$ cat src/rtl/ts_q_pkg.sv
// Shared constants and types for the timestamp queue: entry width, status bit
// positions and the default depth.
package ts_q_pkg;

    localparam int ENTRY_W       = 56;
    localparam int SEC_KEEP_W    = 18;
    localparam int NS_W          = 38;
    localparam int SEC_W         = 48;
    localparam int CNT_W         = 5;
    localparam int DEFAULT_DEPTH = 16;

    localparam int STAT_OVF  = 7;
    localparam int STAT_UDF  = 6;
    localparam int STAT_FULL = 5;
    localparam int CNT_MSB   = 4;
    localparam int CNT_LSB   = 0;

    typedef logic [ENTRY_W-1:0] entry_t;

    // Entry layout: low 18 seconds bits on top of the full {ns, nsf} field.
    function automatic entry_t make_entry(input logic [SEC_W-1:0] sec,
                                          input logic [NS_W-1:0]  ns);
        return {sec[SEC_KEEP_W-1:0], ns};
    endfunction

endpackage

$ cat src/rtl/ts_queue_if.sv
// Capture / pop / status bundle between the timestamp queue and its user.
interface ts_queue_if;
    import ts_q_pkg::*;

    logic                capture_in;
    logic [NS_W-1:0]     time_reg_ns_in;
    logic [SEC_W-1:0]    time_reg_sec_in;
    logic                q_rst_in;
    logic                q_rd_en_in;
    logic [ENTRY_W-1:0]  q_data_out;
    logic [7:0]          q_stat_out;

    modport slave (
        input  capture_in, time_reg_ns_in, time_reg_sec_in, q_rst_in, q_rd_en_in,
        output q_data_out, q_stat_out
    );

    modport master (
        output capture_in, time_reg_ns_in, time_reg_sec_in, q_rst_in, q_rd_en_in,
        input  q_data_out, q_stat_out
    );
endinterface

$ cat src/rtl/ts_q_mem.sv
// Queue storage: DEPTH x ENTRY_W register array, one synchronous write port and
// one combinational read port, no reset (stale contents are masked by the count).
module ts_q_mem
    import ts_q_pkg::*;
#(
    parameter int DEPTH = DEFAULT_DEPTH,
    parameter int AW    = 4
) (
    input  logic          clk,
    input  logic          wr_en_i,
    input  logic [AW-1:0] wr_addr_i,
    input  entry_t        wr_data_i,
    input  logic [AW-1:0] rd_addr_i,
    output entry_t        rd_data_o
);

    entry_t mem_q [DEPTH];

    always_ff @(posedge clk) begin
        if (wr_en_i) begin
            mem_q[wr_addr_i] <= wr_data_i;
        end
    end

    assign rd_data_o = mem_q[rd_addr_i];

endmodule

$ cat src/rtl/ts_queue.sv
// Timestamp capture queue: snapshots the RTC on each capture strobe into a
// first-word-fall-through FIFO with sticky overflow/underflow flags.
module ts_queue
    import ts_q_pkg::*;
#(
    parameter int DEPTH = DEFAULT_DEPTH,
    parameter int AW    = 4
) (
    input  logic        clk,
    input  logic        rst,
    ts_queue_if.slave   bus
);

    logic [AW-1:0]    wr_ptr_q, wr_ptr_d;
    logic [AW-1:0]    rd_ptr_q, rd_ptr_d;
    logic [CNT_W-1:0] count_q,  count_d;
    logic             full_q,   full_d;
    logic             ovf_q,    ovf_d;
    logic             udf_q,    udf_d;

    logic   is_empty;
    logic   pop_ok;
    logic   cap_ok;
    entry_t head_data;
    entry_t cap_entry;

    logic unused_sec_hi;
    assign unused_sec_hi = ^bus.time_reg_sec_in[SEC_W-1:SEC_KEEP_W];

    assign is_empty  = (count_q == '0);
    assign pop_ok    = bus.q_rd_en_in && !is_empty;
    // A full queue still accepts a capture when a pop frees the head slot this edge.
    assign cap_ok    = bus.capture_in && (!full_q || pop_ok);
    assign cap_entry = make_entry(bus.time_reg_sec_in, bus.time_reg_ns_in);

    always_comb begin
        wr_ptr_d = wr_ptr_q;
        rd_ptr_d = rd_ptr_q;
        count_d  = count_q;
        ovf_d    = ovf_q;
        udf_d    = udf_q;
        full_d   = full_q;

        if (bus.q_rst_in) begin
            wr_ptr_d = '0;
            rd_ptr_d = '0;
            count_d  = '0;
            ovf_d    = 1'b0;
            udf_d    = 1'b0;
            full_d   = 1'b0;
        end else begin
            if (cap_ok) begin
                wr_ptr_d = wr_ptr_q + AW'(1);
            end
            if (pop_ok) begin
                rd_ptr_d = rd_ptr_q + AW'(1);
            end
            if (cap_ok && !pop_ok) begin
                count_d = count_q + CNT_W'(1);
            end else if (pop_ok && !cap_ok) begin
                count_d = count_q - CNT_W'(1);
            end
            if (bus.capture_in && !cap_ok) begin
                ovf_d = 1'b1;
            end
            if (bus.q_rd_en_in && is_empty) begin
                udf_d = 1'b1;
            end
            full_d = (count_d == CNT_W'(DEPTH));
        end
    end

    always_ff @(posedge clk or negedge rst) begin
        if (!rst) begin
            wr_ptr_q <= '0;
            rd_ptr_q <= '0;
            count_q  <= '0;
            full_q   <= 1'b0;
            ovf_q    <= 1'b0;
            udf_q    <= 1'b0;
        end else begin
            wr_ptr_q <= wr_ptr_d;
            rd_ptr_q <= rd_ptr_d;
            count_q  <= count_d;
            full_q   <= full_d;
            ovf_q    <= ovf_d;
            udf_q    <= udf_d;
        end
    end

    ts_q_mem #(
        .DEPTH (DEPTH),
        .AW    (AW)
    ) u_mem (
        .clk       (clk),
        .wr_en_i   (cap_ok && !bus.q_rst_in),
        .wr_addr_i (wr_ptr_q),
        .wr_data_i (cap_entry),
        .rd_addr_i (rd_ptr_q),
        .rd_data_o (head_data)
    );

    assign bus.q_data_out = is_empty ? '0 : head_data;
    assign bus.q_stat_out = {ovf_q, udf_q, full_q, count_q};

endmodule

$ cat src/flat_wrapper.sv
// flat-port wrapper written by rule: the top's interface ports become plain ports
module ts_queue_flat import ts_q_pkg::*;
#(
    parameter int DEPTH = DEFAULT_DEPTH,
    parameter int AW    = 4
)
  (clk, rst, bus_capture_in, bus_time_reg_ns_in, bus_time_reg_sec_in, bus_q_rst_in, bus_q_rd_en_in, bus_q_data_out, bus_q_stat_out);
  ts_queue_if bus_i ();
  input  logic clk;
  input  logic rst;
  input wire logic [$bits(bus_i.capture_in)-1:0] bus_capture_in;
  input wire logic [$bits(bus_i.time_reg_ns_in)-1:0] bus_time_reg_ns_in;
  input wire logic [$bits(bus_i.time_reg_sec_in)-1:0] bus_time_reg_sec_in;
  input wire logic [$bits(bus_i.q_rst_in)-1:0] bus_q_rst_in;
  input wire logic [$bits(bus_i.q_rd_en_in)-1:0] bus_q_rd_en_in;
  output wire logic [$bits(bus_i.q_data_out)-1:0] bus_q_data_out;
  output wire logic [$bits(bus_i.q_stat_out)-1:0] bus_q_stat_out;
  assign bus_i.capture_in = bus_capture_in;
  assign bus_i.time_reg_ns_in = bus_time_reg_ns_in;
  assign bus_i.time_reg_sec_in = bus_time_reg_sec_in;
  assign bus_i.q_rst_in = bus_q_rst_in;
  assign bus_i.q_rd_en_in = bus_q_rd_en_in;
  assign bus_q_data_out = bus_i.q_data_out;
  assign bus_q_stat_out = bus_i.q_stat_out;
  ts_queue #(.DEPTH(DEPTH), .AW(AW)) u_core (.clk(clk), .rst(rst), .bus(bus_i));
endmodule
$ cat config.mk
export PLATFORM = sky130hd
export DESIGN_NAME = ts_queue_flat
export DESIGN_NICKNAME = d
export VERILOG_FILES = /design/src/rtl/ts_q_pkg.sv /design/src/rtl/ts_queue_if.sv /design/src/rtl/ts_q_mem.sv /design/src/rtl/ts_queue.sv /design/src/flat_wrapper.sv
export SDC_FILE = /design/constraint.sdc
export NUM_CORES = 1
export LEC_CHECK = 0
export ABC_AREA = 1
export BUFFER_PORTS_ARGS = -buffer_cell sky130_fd_sc_hd__buf_2
export CAP_MARGIN = 20
export CORE_MARGIN = 4
export CORE_UTILIZATION = 57
export CTS_BUF_LIST = sky130_fd_sc_hd__clkbuf_8
export DETAILED_ROUTE_END_ITERATION = 8
export HOLD_SLACK_MARGIN = 0.06
export PLACE_DENSITY = 0.75
export SLEW_MARGIN = 15
export SYNTH_ARGS = -nofsm -noshare
export SYNTH_HDL_FRONTEND = slang
export SYNTH_SLANG_ARGS = --single-unit
$ cat constraint.sdc
create_clock -name clk -period 5.9 [get_ports clk]
set_input_delay 1.18 -clock clk [delete_from_list [all_inputs] [get_ports clk]]
set_output_delay 1.18 -clock clk [all_outputs]
set_load 0.01 [all_outputs]
==> flow_summary.json, run 1 <==
{
  "status": "finished, final reports clean",
  "synthesis.area_um2": 36100,
  "dieArea_um2": 67500,
  "crit_arrival_ps": 4000,
  "cts_sinks": 912,
  "grt.total_usage_pct": 25.9,
  "finClkSkew_ps": 39.8,
  "synth_top_cell_area_share_pct": 74.4,
  "ant_nets": 0,
  "yosys.area.top_type": "edfxtp_1",
  "hold_viol_final": 0,
  "hpwl_um": 42100,
  "stdcell_area_um2": 39900,
  "power.total_mw": 16.5,
  "synth_warnings": 0,
  "firstDrtPassIters": 5,
  "slowest_delay_ps": 730,
  "gp_congestion": 0.774,
  "hold_buffers": 0,
  "drv_cap": 0,
  "ys_ff_latch": 912,
  "die_w_um": 260,
  "powerDensity_nw_per_um2": 414,
  "avgSynthCellArea_um2": 13.5,
  "routed-via-count": 23100,
  "r2r_setup_slack_ps": 2250,
  "internal_power_mw": 11.0,
  "nNetsFinal": 2888,
  "dieHeight_um": 260,
  "synth_cells": 2670,
  "yosysSeqAreaShare_pct": 75.5,
  "p_comb_share_pct": 25.6,
  "grt_pass1_vias": 22400,
  "crit_required_ps": 4720,
  "core_area_um2": 63000,
  "max_clock_freq_mhz": 193,
  "cts_htree_levels": 4,
  "grt_pass1_wl_um": 132000,
  "p_clk_share_pct": 29.6,
  "cts.clk_slew.worst_paths_ps": 60,
  "rsz0062_at_grt": "no",
  "post-cts-setup-buffers": 0,
  "cts-root-buf": "clkbuf_8",
  "synthArstFlopShare_pct": 1.75,
  "post-route-min-period_ps": 5180,
  "wl_per_cell_um": 23.6,
  "cts_buffer_depth": 3,
  "areaGrowthSynthToFinish_pct": 10.4,
  "grt_max_degree": 222,
  "max-vdd-ir-drop_v": 0.000293,
  "dpl_cell_area_um2": 37300,
  "cp_common_cell": "buf_4",
  "synth_area_leaders": "edfxtp_1 74%, nor2_1 6.2%, o21ai_0 5.5%, o211ai_1 3.7%, clkbuf_1 1.2%",
  "portBuffers": 124,
  "cp-start-kind": "flip-flop",
  "synth_common_cells": "896 x edfxtp_1, 593 x nor2_1, 397 x o21ai_0, 179 x o211ai_1, 112 x clkbuf_1",
  "swShare_pct": 33.6,
  "r2r-end": "u_core.u_mem.mem_q[0][37]",
  "fin_ws_ps": 719,
  "cts_tree": "done",
  "synth_edf_count": 896,
  "hold_path_class": "input port to async pin",
  "synthFlopType": "edfxtp_1",
  "drive_above_1_share_pct": 12.9,
  "p_switching_mw": 5.54,
  "worstRegToRegCells": 12,
  "crit_fanout": 73,
  "worstSetupPathDepth": 7,
  "cpMaxStageDelayCell": "buf_4",
  "worst_path_dominant_cell_family": "buffers and inverters",
  "totalWireLength_um": 88500,
  "grt_overflow": 0,
  "finalMaxSlewViolations": 0,
  "synth_nets": 2769,
  "cp-end-kind": "output port",
  "critPathLaunch": "u_core.rd_ptr_q[1]",
  "antenna_found_initial": 11,
  "cts_made_buffers": 145,
  "timing.rr.start": "u_core.count_q[0]",
  "post_cts_resized": 0,
  "worstPathCellList": "buf_4 > buf_4 > o21ai_0 > o22ai_1 > o211ai_1 > a21oi_1 > buf_2",
  "finalCritPeriodShare_pct": 87.8,
  "worstPathBufferInverterCount": 3,
  "pre_cts_slack_ps": 1560,
  "dr.first_iter.drc_count": 2941,
  "synth.most_common_cell": "edfxtp_1",
  "nFillCells": 4486,
  "pwr-share-seq_pct": 44.8,
  "p_leak_nw": 13.0,
  "fin_util_pct": 63.4,
  "io_pins": 155,
  "setup_violations": 0,
  "relSlewSlack_pct": 23.8,
  "drcViolationCount": 0,
  "start_util_pct": 57.4,
  "clk_latency_ps": 800,
  "hold_ws_ps": 299,
  "crit_path_end": "bus_q_data_out[25]",
  "tightest_slew_ps": 1140,
  "synth_cell_types": 31,
  "rows": 92,
  "critPathKind": "flip-flop to output port",
  "via_per_inst": 6.18
}
## layout make-up
cell class	count	area, um^2	share of cell area, %
Clock buffer	148	2040	5.10
Clock inverter	101	556	1.39
Timing Repair Buffer	170	1070	2.67
Tap cell	846	1060	2.65
Multi-Input combinational cell	1534	7750	19.4
Inverter	26	118	0.295
Sequential cell	912	27300	68.4
Antenna cell	7	17.5	0.0439
## sequential cells by signal (all words and copies together), names as in the netlist
register            cells
u_core.count_q          5
u_core.ovf_q            1
u_core.udf_q            1
u_core.full_q           1
u_core.wr_ptr_q         4
u_core.u_mem.mem_q    896
u_core.rd_ptr_q         4
## metrics by stage
stage,setup TNS [ps],std cells
2_1_floorplan,-255800,2670
3_3_place_gp,0,3488
3_5_place_dp,0,3488
4_1_cts,0,3737
5_1_grt,0,3741
6_report,0,3744
## layer usage
metal	GRT usage (%)	wire length, um
met2	42.6	43900
met1	34.1	34200
met4	9.95	2590
met3	5.71	7810
met5	0	44
## how the worst min path moves through the flow
stage,startpoint,to
detailed placement,u_core.udf_q,u_core.udf_q
global route,rst,u_core.count_q[3]
global placement,u_core.ovf_q,u_core.ovf_q
finish,rst,u_core.count_q[3]
CTS,rst,u_core.count_q[3]
floorplan,u_core.ovf_q,u_core.ovf_q
## power by group through the flow
stage                     Combinational, mW  Clock, mW  Sequential, mW
after CTS                              4.21       4.95            7.40
after global placement                 4.04          0            7.52
final                                  4.22       4.90            7.40
after floorplan                        2.98          0            7.45
after detailed placement               4.19          0            7.53
after global routing                   4.63       5.27            7.41
## cells by family (layout without fill, tap and decap cells)
group / count (synthesis) / count (layout) / share of synthesized area, %
buf+inv: 224 / 445 / 3.26
xor+xnor: 4 / 4 / 0.0969
simple gates: 705 / 705 / 7.61
flops: 912 / 912 / 75.5
fa+ha+maj: 8 / 8 / 0.277
compound gates: 817 / 817 / 13.2
other cells: 0 / 7 / 0
## placed cells by master (no fill, tap or decap), types with 38 or more instances in the layout
| master | instances |
|---|---|
| a21oi_1 | 65 |
| o221ai_1 | 44 |
| o21ai_1 | 77 |
| edfxtp_1 | 896 |
| inv_1 | 62 |
| o211ai_1 | 179 |
| o22ai_1 | 53 |
| nand3_1 | 53 |
| o21ai_0 | 397 |
| buf_4 | 38 |
| nand2_1 | 38 |
| buf_2 | 124 |
| clkbuf_8 | 148 |
| nor2_1 | 589 |
## worst register-to-register path, cell delays in order (launching register included)
cell and delay, ps:
dfrtp_1 420, inv_1 150, ha_1 230, inv_1 50, nor2_1 40, nand2_2 160, nand2_2 130, nand2_1 120
nand2_1 120, nor2_1 250, nand2_1 310, nor2_4 830, buf_4 510
(Power assumes the default switching activity.)
==> run 2, diff against run 1 <==
- clock period: 5.9 -> 4.35 ns (I/O delays scaled with it)
==> run 2 against run 1 <==
First-iteration DRC count up 4.0%. Wire length down 2.3%. Design area up 0.40%. Cell count up 0.24%. Utilization up 0.25 points. Setup slack worse by 470 ps. Die area unchanged. Clock power up 29%. Largest cell class unchanged. Critical path type unchanged.
==> flow_summary.json, run 2 (synthesis results as in run 1) <==
{
  "max-vdd-ir-drop_v": 0.000612,
  "nNetsFinal": 2898,
  "dr.first_iter.drc_count": 3058,
  "wl_per_cell_um": 23.0,
  "cts-root-buf": "clkbuf_8",
  "finalMaxSlewViolations": 0,
  "routed-via-count": 23100,
  "totalWireLength_um": 86400,
  "regMostFlops": "u_core.u_mem.mem_q",
  "portBuffers": 124,
  "worstPathCellList": "buf_16 > buf_4 > o21ai_0 > o221ai_1 > nand3_1 > a21oi_1 > buf_2",
  "nFillCells": 4466,
  "hold_viol_final": 0,
  "pre_cts_slack_ps": 1000,
  "stdcell_area_um2": 40100,
  "finClkSkew_ps": 38.1,
  "crit_arrival_ps": 3240,
  "die_w_um": 260,
  "setup_violations": 0,
  "grt_max_degree": 216,
  "p_clk_share_pct": 28.6,
  "crit_required_ps": 3480,
  "grt_overflow": 0,
  "fin_ws_ps": 244,
  "post-cts-setup-buffers": 0,
  "p_comb_share_pct": 26.5,
  "worst_hold_startpoint": "bus_q_rd_en_in",
  "cpMaxStageDelayCell": "dfrtp_4",
  "grt_pass1_wl_um": 130000,
  "areaGrowthSynthToFinish_pct": 10.9,
  "swShare_pct": 33.4,
  "p_switching_mw": 7.39,
  "dieArea_um2": 67500,
  "drive_above_1_share_pct": 13.3,
  "p_leak_nw": 13.1,
  "clk_latency_ps": 800,
  "drcViolationCount": 0,
  "start_util_pct": 57.4,
  "internal_power_mw": 14.8,
  "largest_register_ffs": 896,
  "hpwl_um": 41700,
  "cts.clk_slew.worst_paths_ps": 60,
  "reg_top3": "u_core.u_mem.mem_q x896, u_core.count_q x5",
  "timing.rr.start": "u_core.count_q[0]",
  "status": "finished, final reports clean",
  "post-route-min-period_ps": 4110,
  "critPathKind": "flip-flop to output port",
  "crit_fanout": 146,
  "rows": 92,
  "io_pins": 155,
  "grt_pass1_vias": 22700,
  "dpl_cell_area_um2": 37600,
  "cts_tree": "done",
  "gp_congestion": 0.800,
  "final_common_cell": "edfxtp_1",
  "via_per_inst": 6.16,
  "ant_nets": 0,
  "cts_htree_levels": 4,
  "register_area_um2": 27300,
  "pwr-share-seq_pct": 44.9,
  "finalCritPeriodShare_pct": 94.4,
  "max_clock_freq_mhz": 244,
  "final_cell_mix": "896 x edfxtp_1, 589 x nor2_1, 397 x o21ai_0, 179 x o211ai_1, 145 x clkbuf_8",
  "tightest_slew_ps": 988,
  "grt.total_usage_pct": 25.4,
  "cts_buffer_depth": 3,
  "critPathLaunch": "u_core.rd_ptr_q[0]",
  "power.total_mw": 22.1,
  "cts_sinks": 912,
  "antenna_found_initial": 11,
  "hold_path_class": "input port to flip-flop",
  "core_area_um2": 63000,
  "slowest_delay_ps": 510,
  "drv_cap": 0,
  "dieHeight_um": 260,
  "relSlewSlack_pct": 34.1,
  "cp-end-kind": "output port",
  "firstDrtPassIters": 6,
  "cts_made_buffers": 141,
  "multi_input_area_um2": 7750,
  "cp-start-kind": "flip-flop",
  "powerDensity_nw_per_um2": 552
}
## run 2: cell types whose count changed in the layout (fill, tap and decap cells not counted), sizes merged
cell	change
buf	+13
clkbuf	-3
diode	-3
clkinvlp	-1
inv	+3
dlygate4sd3	+1
clkinv	+2
bufinv	-3
## run 2: critical path: cells and delay by family (launching register included)
| kind | cells | cell delay (ps) |
|---|---|---|
| buf+inv | 3 | 1000 |
| flops | 1 | 510 |
| simple gates | 1 | 110 |
| compound gates | 3 | 690 |
## run 2: metrics by stage
stage	hold slack [ps]	TNS, ps	cells	utilization [%]
after global routing	405	-5.44	3752	63.7
after CTS	372	0	3749	63.6
after floorplan	465	-1130900	2670	-
final	435	0	3753	63.7
after detailed placement	509	0	3501	59.7
after global placement	508	0	3501	59.7
## run 2: worst paths after layout
| check | to | slack [ps] | cells past startpoint |
|---|---|---|---|
| worst max register to register | u_core.u_mem.mem_q[0][52] | 1040 | 12 |
| min in group asynchronous | u_core.ovf_q | 550 | 2 |
| worst min-delay path | u_core.udf_q | 430 | 3 |
| worst max-delay path | bus_q_data_out[44] | 240 | 7 |
| max in group asynchronous | u_core.rd_ptr_q[1] | 3470 | 2 |
| worst min register to register | u_core.ovf_q | 510 | 1 |
## run 2: per-layer routing
| layer | wire (um) | GRT usage, % |
|---|---|---|
| met1 | 33500 | 33.2 |
| met2 | 43000 | 41.8 |
| met3 | 7220 | 5.46 |
| met4 | 2530 | 10.8 |
| met5 | 93 | 0 |
## run 2: cell type report
cell class	count	area share, %
inverters	26	0.287
multi-input cells	1534	19.3
diodes	4	0.0250
flip-flops and latches	912	68.2
clock buffers	145	4.98
clock inverters	102	1.22
well taps	846	2.64
repair buffers	184	3.35
## run 2: what timing repair did
action	in CTS	in global routing
endpoints found under the setup margin	0	1
hold buffers	1	0
hold endpoints to repair	16	0
resized for setup	0	1
## run 2: power groups by stage
stage	registers, mW	logic [mW]	clock network, mW
after global routing	9.95	6.47	6.88
after detailed placement	10.1	5.83	0
after floorplan	10.1	4.05	0
final	9.94	5.87	6.33
after CTS	9.94	5.86	6.42
after global placement	10.1	5.62	0
